File: config.mk
export PLATFORM = sky130hd
export DESIGN_NAME = switch_ingress_port
export DESIGN_NICKNAME = d
export VERILOG_FILES = /design/src/rtl/switch_pkg.sv /design/src/rtl/switch_ingress_fifo.sv /design/src/rtl/switch_ingress_port.sv
export SDC_FILE = /design/constraint.sdc
export NUM_CORES = 1
export LEC_CHECK = 0
export BUFFER_PORTS_ARGS = -buffer_cell sky130_fd_sc_hd__buf_2
export CAP_MARGIN = 5
export CELL_PAD_IN_SITES_DETAIL_PLACEMENT = 1
export CELL_PAD_IN_SITES_GLOBAL_PLACEMENT = 1
export CORE_MARGIN = 4
export CORE_UTILIZATION = 30
export CTS_BUF_LIST = sky130_fd_sc_hd__clkbuf_4 sky130_fd_sc_hd__clkbuf_8
export DETAILED_ROUTE_END_ITERATION = 8
export PLACE_DENSITY_LB_ADDON = 0.1
export SLEW_MARGIN = 40
export SYNTH_ARGS = -nofsm -noshare
export SYNTH_HDL_FRONTEND = slang
export SYNTH_HIERARCHICAL = 1
export SYNTH_SLANG_ARGS = --single-unit
export TNS_END_PERCENT = 30
File: constraint.sdc
create_clock -name clk -period 12 [get_ports clk]
set_input_delay 3.6 -clock clk [delete_from_list [all_inputs] [get_ports clk]]
set_output_delay 3.6 -clock clk [all_outputs]
set_load 0.01 [all_outputs]
File: src/rtl/switch_pkg.sv
`default_nettype none
// ============================================================================
// Module      : switch_pkg
// Description : Shared definitions for the 2x2 switch ingress port:
//               destination tags, ingress FSM state encoding and the
//               FIFO entry layout {da, eop, data}.
// Revision    : 1.0 - initial release
// ============================================================================
package switch_pkg;

   // Destination tags understood by the 2x2 switch
   localparam logic [3:0] DA_PORT_A = 4'b0001;
   localparam logic [3:0] DA_PORT_B = 4'b0010;
   localparam logic [3:0] DA_NONE   = 4'b0000;

   // Data width of the default build; the top re-derives the same layout
   // for other DW values.
   localparam int unsigned ENTRY_DW = 32;

   // Ingress packet FSM
   typedef enum logic [1:0] {
      ST_IDLE    = 2'd0,
      ST_PAYLOAD = 2'd1,
      ST_DROP    = 2'd2
   } ingress_state_t;

   // One buffered word as stored in the ingress FIFO
   typedef struct packed {
      logic [3:0]          da;
      logic                eop;
      logic [ENTRY_DW-1:0] data;
   } fifo_entry_t;

   // True for tags that address one of the two switch outputs
   function automatic logic da_is_routable(input logic [3:0] da);
      return (da == DA_PORT_A) || (da == DA_PORT_B);
   endfunction

endpackage
`default_nettype wire

File: src/rtl/switch_ingress_fifo.sv
`default_nettype none
// ============================================================================
// Module      : switch_ingress_fifo
// Description : Synchronous FIFO, DEPTH entries of WIDTH bits. Pointers
//               carry one extra wrap bit so full and empty are distinct.
//               Push while full and pop while empty are ignored.
// Revision    : 1.0 - initial release
// ============================================================================
module switch_ingress_fifo #(
   parameter int DEPTH = 8,
   parameter int WIDTH = 37
) (
   input  logic             clk,
   input  logic             rst,
   input  logic             push,
   input  logic             pop,
   input  logic [WIDTH-1:0] wdata,
   output logic [WIDTH-1:0] rdata,
   output logic             full,
   output logic             empty
);

   localparam int AW = $clog2(DEPTH);
   localparam logic [AW:0] PTR_ONE = {{AW{1'b0}}, 1'b1};

   logic [WIDTH-1:0] mem [DEPTH];
   logic [AW:0]      wr_ptr;
   logic [AW:0]      rd_ptr;
   logic             push_ok;
   logic             pop_ok;

   assign empty   = (wr_ptr == rd_ptr);
   assign full    = (wr_ptr[AW] != rd_ptr[AW]) && (wr_ptr[AW-1:0] == rd_ptr[AW-1:0]);
   assign push_ok = push && !full;
   assign pop_ok  = pop && !empty;
   assign rdata   = mem[rd_ptr[AW-1:0]];

   // Pointer update; pointers wrap naturally modulo 2*DEPTH
   always_ff @(posedge clk) begin
      if (rst) begin
         wr_ptr <= '0;
         rd_ptr <= '0;
      end else begin
         if (push_ok) wr_ptr <= wr_ptr + PTR_ONE;
         if (pop_ok)  rd_ptr <= rd_ptr + PTR_ONE;
      end
   end

   // Storage write; contents need no reset since empty masks them
   always_ff @(posedge clk) begin
      if (push_ok) mem[wr_ptr[AW-1:0]] <= wdata;
   end

endmodule
`default_nettype wire

File: src/rtl/switch_ingress_port.sv
`default_nettype none
// ============================================================================
// Module      : switch_ingress_port
// Description : Ingress port of a 2x2 switch. Parses packets (sop/eop),
//               keeps packets whose header DA addresses port A or B,
//               tags every word with that DA, buffers them in a FIFO and
//               presents them registered to the switch. Other packets are
//               discarded.
//               Optional macro SWITCH_INGRESS_DROP_CNT_EN adds drop_cnt,
//               a saturating count of discarded headers.
// Revision    : 1.0 - initial release
// ============================================================================
module switch_ingress_port
   import switch_pkg::*;
#(
   parameter int DEPTH = 8,
   parameter int DW    = 32
) (
   input  logic          clk,
   input  logic          resetN,
   input  logic [DW-1:0] in_data,
   input  logic          in_valid,
   input  logic          in_sop,
   input  logic          in_eop,
   output logic          in_ready,
   input  logic          out_en,
   output logic [DW-1:0] dout,
   output logic [3:0]    DA_out,
`ifdef SWITCH_INGRESS_DROP_CNT_EN
   output logic [15:0]   drop_cnt,
`endif
   output logic          dout_eop
);

   // Same field order as switch_pkg::fifo_entry_t, sized by DW
   typedef struct packed {
      logic [3:0]    da;
      logic          eop;
      logic [DW-1:0] data;
   } entry_t;

   ingress_state_t state;
   ingress_state_t state_nx;
   logic [3:0]     pkt_da;
   logic [3:0]     pkt_da_nx;
   logic           accept;
   logic           push;
   logic           pop;
   logic           full;
   logic           empty;
   logic           hdr_drop;
   entry_t         wentry;
   entry_t         rentry;
   logic [$bits(entry_t)-1:0] fifo_rdata;

   // A dropped packet is always drained; otherwise backpressure on full
   assign in_ready = (state == ST_DROP) || !full;
   assign accept   = in_valid && in_ready;
   assign pop      = out_en && !empty;
   assign rentry   = fifo_rdata;

   // FSM state and latched packet destination
   always_ff @(posedge clk) begin
      if (resetN) begin
         state  <= ST_IDLE;
         pkt_da <= DA_NONE;
      end else begin
         state  <= state_nx;
         pkt_da <= pkt_da_nx;
      end
   end

   // Packet parsing: header classification, payload tagging, FIFO write
   always_comb begin
      state_nx  = state;
      pkt_da_nx = pkt_da;
      push      = 1'b0;
      hdr_drop  = 1'b0;
      wentry    = '{da: pkt_da, eop: in_eop, data: in_data};
      if (accept) begin
         if (in_sop) begin
            // A new header closes whatever packet was in progress
            if (da_is_routable(in_data[3:0])) begin
               push      = 1'b1;
               wentry.da = in_data[3:0];
               pkt_da_nx = in_data[3:0];
               // Only reachable from DROP: a header that finds the FIFO
               // full cannot be stored, so its packet is discarded
               if (in_eop)    state_nx = ST_IDLE;
               else if (full) state_nx = ST_DROP;
               else           state_nx = ST_PAYLOAD;
            end else begin
               hdr_drop = 1'b1;
               state_nx = in_eop ? ST_IDLE : ST_DROP;
            end
         end else begin
            case (state)
               ST_PAYLOAD: begin
                  push = 1'b1;
                  if (in_eop) state_nx = ST_IDLE;
               end
               ST_DROP: begin
                  if (in_eop) state_nx = ST_IDLE;
               end
               default: ;
            endcase
         end
      end
   end

   switch_ingress_fifo #(
      .DEPTH (DEPTH),
      .WIDTH ($bits(entry_t))
   ) u_fifo (
      .clk   (clk),
      .rst   (resetN),
      .push  (push),
      .pop   (pop),
      .wdata (wentry),
      .rdata (fifo_rdata),
      .full  (full),
      .empty (empty)
   );

   // Output register: the popped entry, or an idle word with no destination
   always_ff @(posedge clk) begin
      if (resetN) begin
         dout     <= '0;
         DA_out   <= DA_NONE;
         dout_eop <= 1'b0;
      end else if (pop) begin
         dout     <= rentry.data;
         DA_out   <= rentry.da;
         dout_eop <= rentry.eop;
      end else begin
         dout     <= '0;
         DA_out   <= DA_NONE;
         dout_eop <= 1'b0;
      end
   end

`ifdef SWITCH_INGRESS_DROP_CNT_EN
   // Saturating count of discarded headers
   always_ff @(posedge clk) begin
      if (resetN) begin
         drop_cnt <= '0;
      end else if (hdr_drop && (drop_cnt != 16'hFFFF)) begin
         drop_cnt <= drop_cnt + 16'd1;
      end
   end
`endif

endmodule
`default_nettype wire

=== Yosys cells after proc, flatten, opt, wreduce, memory -nomap -nowiden ===
Memories as Yosys holds them, arrays and structs flattened. A register that Yosys moved wholly into a read port is not among the register bits.
Index checks and enable logic that the tools add are counted.

* Output and inout port bits: 38
* Register bits: 14
* Word-level logic and storage cells: 45
* RAM bits: 296
* Memories kept: 1

* Bitwise operators: 1
* Multiplexer cells: 16
* Add/subtract/negate cells: 2
* Eq/ne operators: 7
* Reductions and logical operators: 14

{| class="wikitable"
|+ Memory list
! memory !! depth !! width !! read ports !! clocked after Yosys merged registers in !! write ports !! RTL line !! source
|-
| u_fifo.mem || 8 || 37 || 1 || 1 || 1 || switch_ingress_fifo.sv:26 || <nowiki>logic [WIDTH-1:0] mem [DEPTH];</nowiki>
|}

{| class="wikitable"
|+ Operators with widths
! cell !! number
|-
| 2-bit two-way mux || 7
|-
| 4-bit two-way mux || 3
|-
| 4-bit by 1-bit adder with 4-bit output, second input constant || 2
|-
| 1-bit two-way mux || 6
|-
| 1-bit logical AND || 5
|-
| 4-bit by 1-bit == test with 1-bit output, second input constant || 1
|-
| 4-bit by 2-bit == test with 1-bit output, second input constant || 1
|-
| 4-bit == test || 1
|-
| 2-bit nonzero test || 2
|-
| 2-bit OR reduction || 2
|-
| 3-bit == test || 1
|-
| 3-bit AND reduction || 1
|-
| 2-bit by 1-bit == test with 1-bit output, second input constant || 1
|-
| 2-bit == test, second input constant || 1
|-
| 1-bit logical NOT || 2
|-
| 1-bit logical OR || 2
|-
| 1-bit inequality test || 1
|-
| 1-bit NOT || 1
|}

=== Logic depth before layout (Yosys ltp) ===
* Word-level depth: 9
* Depth in mapped cells: 9
* Gate-level depth less buffers: 8

=== Cells and area by module ===
Netlist, hierarchy kept.

{| class="wikitable"
|+ Modules (own cells, without submodules)
! module !! area each (µm²) !! times used !! cells each !! sequential area each (µm²)
|-
| switch_ingress_fifo || 11866.4 || 1 || 512 || 9108.7
|-
| switch_ingress_port || 1343.8 || 1 || 118 || 860.8
|}

=== Least setup slack after synthesis ===
OpenSTA, ideal clock, no wires.

* Kind: input-to-reg
* From: in in_data[2]
* To: mem u_fifo.mem[3][0], enable pin
* Data required time: 11.463 ns
* Setup slack: 3.033 ns
* Stages: 6
* Buffers on the path: 0
* Arrival: 8.430 ns
* Cell sequence: or2_0 -> or2_2 -> mux2i_1 -> and3_1 -> nand2_1 -> nor4b_1

* Longest elaborated chain between the ends: 8

{| class="wikitable"
|+ RTL lines
! element !! RTL line !! source
|-
| from (decl) || switch_ingress_port.sv:21 || <nowiki>input logic [DW-1:0] in_data,</nowiki>
|-
| 4-bit by 1-bit == test with 1-bit output / 4-bit by 2-bit == test with 1-bit output (equally long branches) || switch_pkg.sv:36 || <nowiki>return (da == DA_PORT_A) || (da == DA_PORT_B);</nowiki>
|-
| 1-bit logical OR * || switch_pkg.sv:36 ||
|-
| 1-bit two-way mux * || switch_ingress_port.sv:83 || <nowiki>if (da_is_routable(in_data[3:0])) begin</nowiki>
|-
| 1-bit two-way mux * || switch_ingress_port.sv:81 || <nowiki>if (in_sop) begin</nowiki>
|-
| 1-bit two-way mux * || switch_ingress_port.sv:80 || <nowiki>if (accept) begin</nowiki>
|-
| via push || switch_ingress_port.sv:47 || <nowiki>logic push;</nowiki>
|-
| 1-bit logical AND * || switch_ingress_fifo.sv:34 || <nowiki>assign push_ok = push && !full;</nowiki>
|-
| 1-bit two-way mux * || switch_ingress_fifo.sv:51 || <nowiki>if (push_ok) mem[wr_ptr[AW-1:0]] <= wdata;</nowiki>
|-
| 1-bit two-way mux (not written as such) * || switch_ingress_fifo.sv:51 ||
|-
| to (decl) || switch_ingress_fifo.sv:26 ||
|}

The timed path passes the listed nets; every way through them passes the cells marked *.

=== Worst setup path after layout ===
* From: reg u_fifo.wr_ptr[2]
* To: out in_ready

* Longest elaborated chain between the ends: 4

{| class="wikitable"
|+ RTL lines
! element !! RTL line !! source
|-
| from (decl) || switch_ingress_fifo.sv:27 || <nowiki>logic [AW:0] wr_ptr;</nowiki>
|-
| from (signal assigned) || switch_ingress_fifo.sv:44 || <nowiki>if (push_ok) wr_ptr <= wr_ptr + PTR_ONE;</nowiki>
|-
| 3-bit == test || switch_ingress_fifo.sv:33 || <nowiki>assign full = (wr_ptr[AW] != rd_ptr[AW]) && (wr_ptr[AW-1:0] == rd_ptr[AW-1:0]);</nowiki>
|-
| 1-bit logical AND || switch_ingress_fifo.sv:33 ||
|-
| via full || switch_ingress_port.sv:49 || <nowiki>logic full;</nowiki>
|-
| 1-bit logical NOT || switch_ingress_port.sv:57 || <nowiki>assign in_ready = (state == ST_DROP) || !full;</nowiki>
|-
| 1-bit logical OR || switch_ingress_port.sv:57 ||
|-
| to (decl) || switch_ingress_port.sv:25 || <nowiki>output logic in_ready,</nowiki>
|}

The timed path passes the listed nets, and every way through them passes these cells.

==> impl_metrics.ini <==
[worst_setup_path]
critPathArrivalTime_ps = 2300
crit_chain = xor2_1 > nor4_2 > buf_4 > nand2b_1 > buf_2
slowest_stage = dfxtp_1
cp_top_family = flip-flops
critPathMaxStageDelay_ps = 630
cp.required_ps = 8400
endpoint_kind = primary output
cp_num_buf_inv = 2
start_kind = flop
worstPathMaxFanout = 12
worst-setup-path-type = reg -> out

[timing]
final-hold-violation-count = 0
tightest_slew_ps = 749
rsz0062_at_grt = no
finalMaxSlewViolations = 0
setup_violations = 0
fin_crit_sh = 0.492
max_freq_mhz = 169
slew_headroom = 0.501
fin_crit_ps = 5900
clock_skew_ps = 34.1
tns_ps = 0

[floorplanning]
rows = 76
die_area_mm2 = 0.0475
fp.dieW_um = 218
coreArea_mm2 = 0.0433
io_pins = 76
start_util = 0.305
die_h_um = 218

[synthesis]
netlist_area_mm2 = 0.0132
syn_inst = 630
syn_area_per_cell_um2 = 21.0
ys_types = 47
synth-main-ff-cell = edfxtp_1
async_flop_share = 0
synth_top_area_cell = edfxtp_1
yosysTopAreaCellShare = 0.673
yosys_warnings = 6
yosys-top-cells-area = edfxtp_1 67%, mux4_2 13%, dfxtp_1 8.2%, mux2_2 3.6%, and2_1 1.8%
ys_seq_area_frac = 0.755
synth_most_common_cell = edfxtp_1
synth_edf_count = 296
syn_nets = 672
synth_common_cells = 296 x edfxtp_1, 74 x mux4_2, 54 x dfxtp_1
ys_seq_elements = 350

[clock_tree]
cts_tree = done
cts_max_level = 2
cts-resized-gates = 0
cts_buffers = 61
cts_hold_buf = 0
cts.clk_slew.worst_paths_ps = 60
clkLatencyLatePin_ps = 630
clock-sinks = 350
clockBufferDepth = 3
postCtsSetupBuffers = 0
ctsRootBufferMaster = clkbuf_8

[pwr]
p_int_mw = 1.97
p_clk_frac = 0.451
p_leak_nw = 5.10
comb_power_share = 0.013
pwr_density_cell_mw_per_mm2 = 158
peakVddDrop_mv = 0.0676
netSwitchingFraction = 0.202
seqPwrFrac = 0.536
switchingPower_mw = 0.496

[grt]
grt_max_degree = 57
grt_pass1_vias = 7145
grt.busiest_layer = met2
groute.layer.met2.usage = 0.204
grt_pass1_wl_um = 44200
grtUsageTotal = 0.124
overflow = 0
global_route.usage.met1 = 0.161
grt.met3_usage = 0.0276
antenna_found_initial = 0

[routing]
drtPass1Iterations = 4
vias = 6249
avgViaCountPerCell = 4.51
wl_per_cell_um = 20.6
ant_nets = 0
totalWireLength_um = 28500
drt-initial-drc-count = 254
drc_errors = 0

[status]
status = complete, no violations

[layout]
final_cells = 1386
n_antenna_cell = 0
area_delta_synth_final_pct = 17.9
drive_above_1_share = 0.406
layout.nets = 792

[placed_design]
place_inst = 1272
place_congestion = 0.685
hpwl_um = 14600
port_buffers = 75

[hold_path]
hp-class = reg -> reg

[run]
drv_cap = 0
-- metrics by stage --
step                      instance area (µm²)  total power [mW]  hold WS, ps  setup WS, ps  utilization
after floorplan                         13200              1.36          438          3030            -
final                                   15600              2.46          466          6100        0.360
after global routing                    15600              2.58          491          5850        0.360
after global placement                  14300              1.38          453          5630        0.330
after detailed placement                14300              1.38          461          5550        0.331
after CTS                               15600              2.52          469          6020        0.360
-- metal layers --
metal / vias up / wire [µm]
met3: 60 / 1120
li1: 2792 / -
met5: - / 0
met1: 3289 / 12700
met4: 0 / 733
met2: 108 / 14000
-- kinds of logic after synthesis --
| family | count (synthesis) | synth area share |
|---|---|---|
| AO/OA/AOI/OAI | 12 | 0.00701 |
| XOR/XNOR | 9 | 0.00597 |
| adder cells (fa/ha/maj) | 4 | 0.00379 |
| buffers and inverters | 35 | 0.0149 |
| flip-flops | 350 | 0.755 |
| multiplexers | 124 | 0.169 |
| AND/OR/NAND/NOR | 96 | 0.0451 |
-- flip-flops by register name, indices dropped and copies added, names as in the netlist, named ones only --
signal,count
u_fifo/rd_ptr,4
DA_out,4
pkt_da,4
u_fifo/wr_ptr,4
state,2
dout_eop,1
dout,32
u_fifo/mem,296
-- layout make-up --
type | instances | area [µm²]
multi-input cells | 245 | 3100
inverters | 4 | 15.0
clock buffers | 89 | 1110
flip-flops and latches | 350 | 9980
fillers | 4255 | 27700
well taps | 585 | 732
repair buffers | 88 | 480
clock inverters | 25 | 165
-- path summary, 6_finish.rpt --
kind               startpoint  slack (ps)  cells past startpoint                end
min reg2reg         pkt_da[0]         470                      2          pkt_da[0]
max          u_fifo/wr_ptr[2]        6100                      5           in_ready
max reg2reg  u_fifo/wr_ptr[2]        8750                      9  u_fifo/mem[0][28]
min                 pkt_da[0]         470                      2          pkt_da[0]
-- cells in the final DEF (no fill, tap or decap), drive strengths merged, types with 5 or more instances in the layout --
cell type and count:
mux2i 5, nor2b 12, xnor2 5, clkinv 21
nand2 9, edfxtp 296, mux4 74, nand2b 5
buf 88, inv 5, mux2 45, nor2 6
dfxtp 54, and2 39, clkbuf 89
-- power groups by stage --
stage	logic, mW	clock network, mW	registers (mW)
floorplan	0.0103	0	1.35
global placement	0.0309	0	1.34
detailed placement	0.0329	0	1.34
CTS	0.0330	1.17	1.32
global route	0.0362	1.23	1.32
finish	0.0315	1.11	1.32
-- worst reg2reg max path: stages, from the launching register on --
cell and delay (ps):
dfxtp_1 630, xor2_1 270, nor4_2 80, buf_4 200
nand2b_1 170, and3_1 270, inv_1 80, or3_1 370
nor3_2 140, buf_4 600
Note: power is estimated with default switching activity, not from simulation.
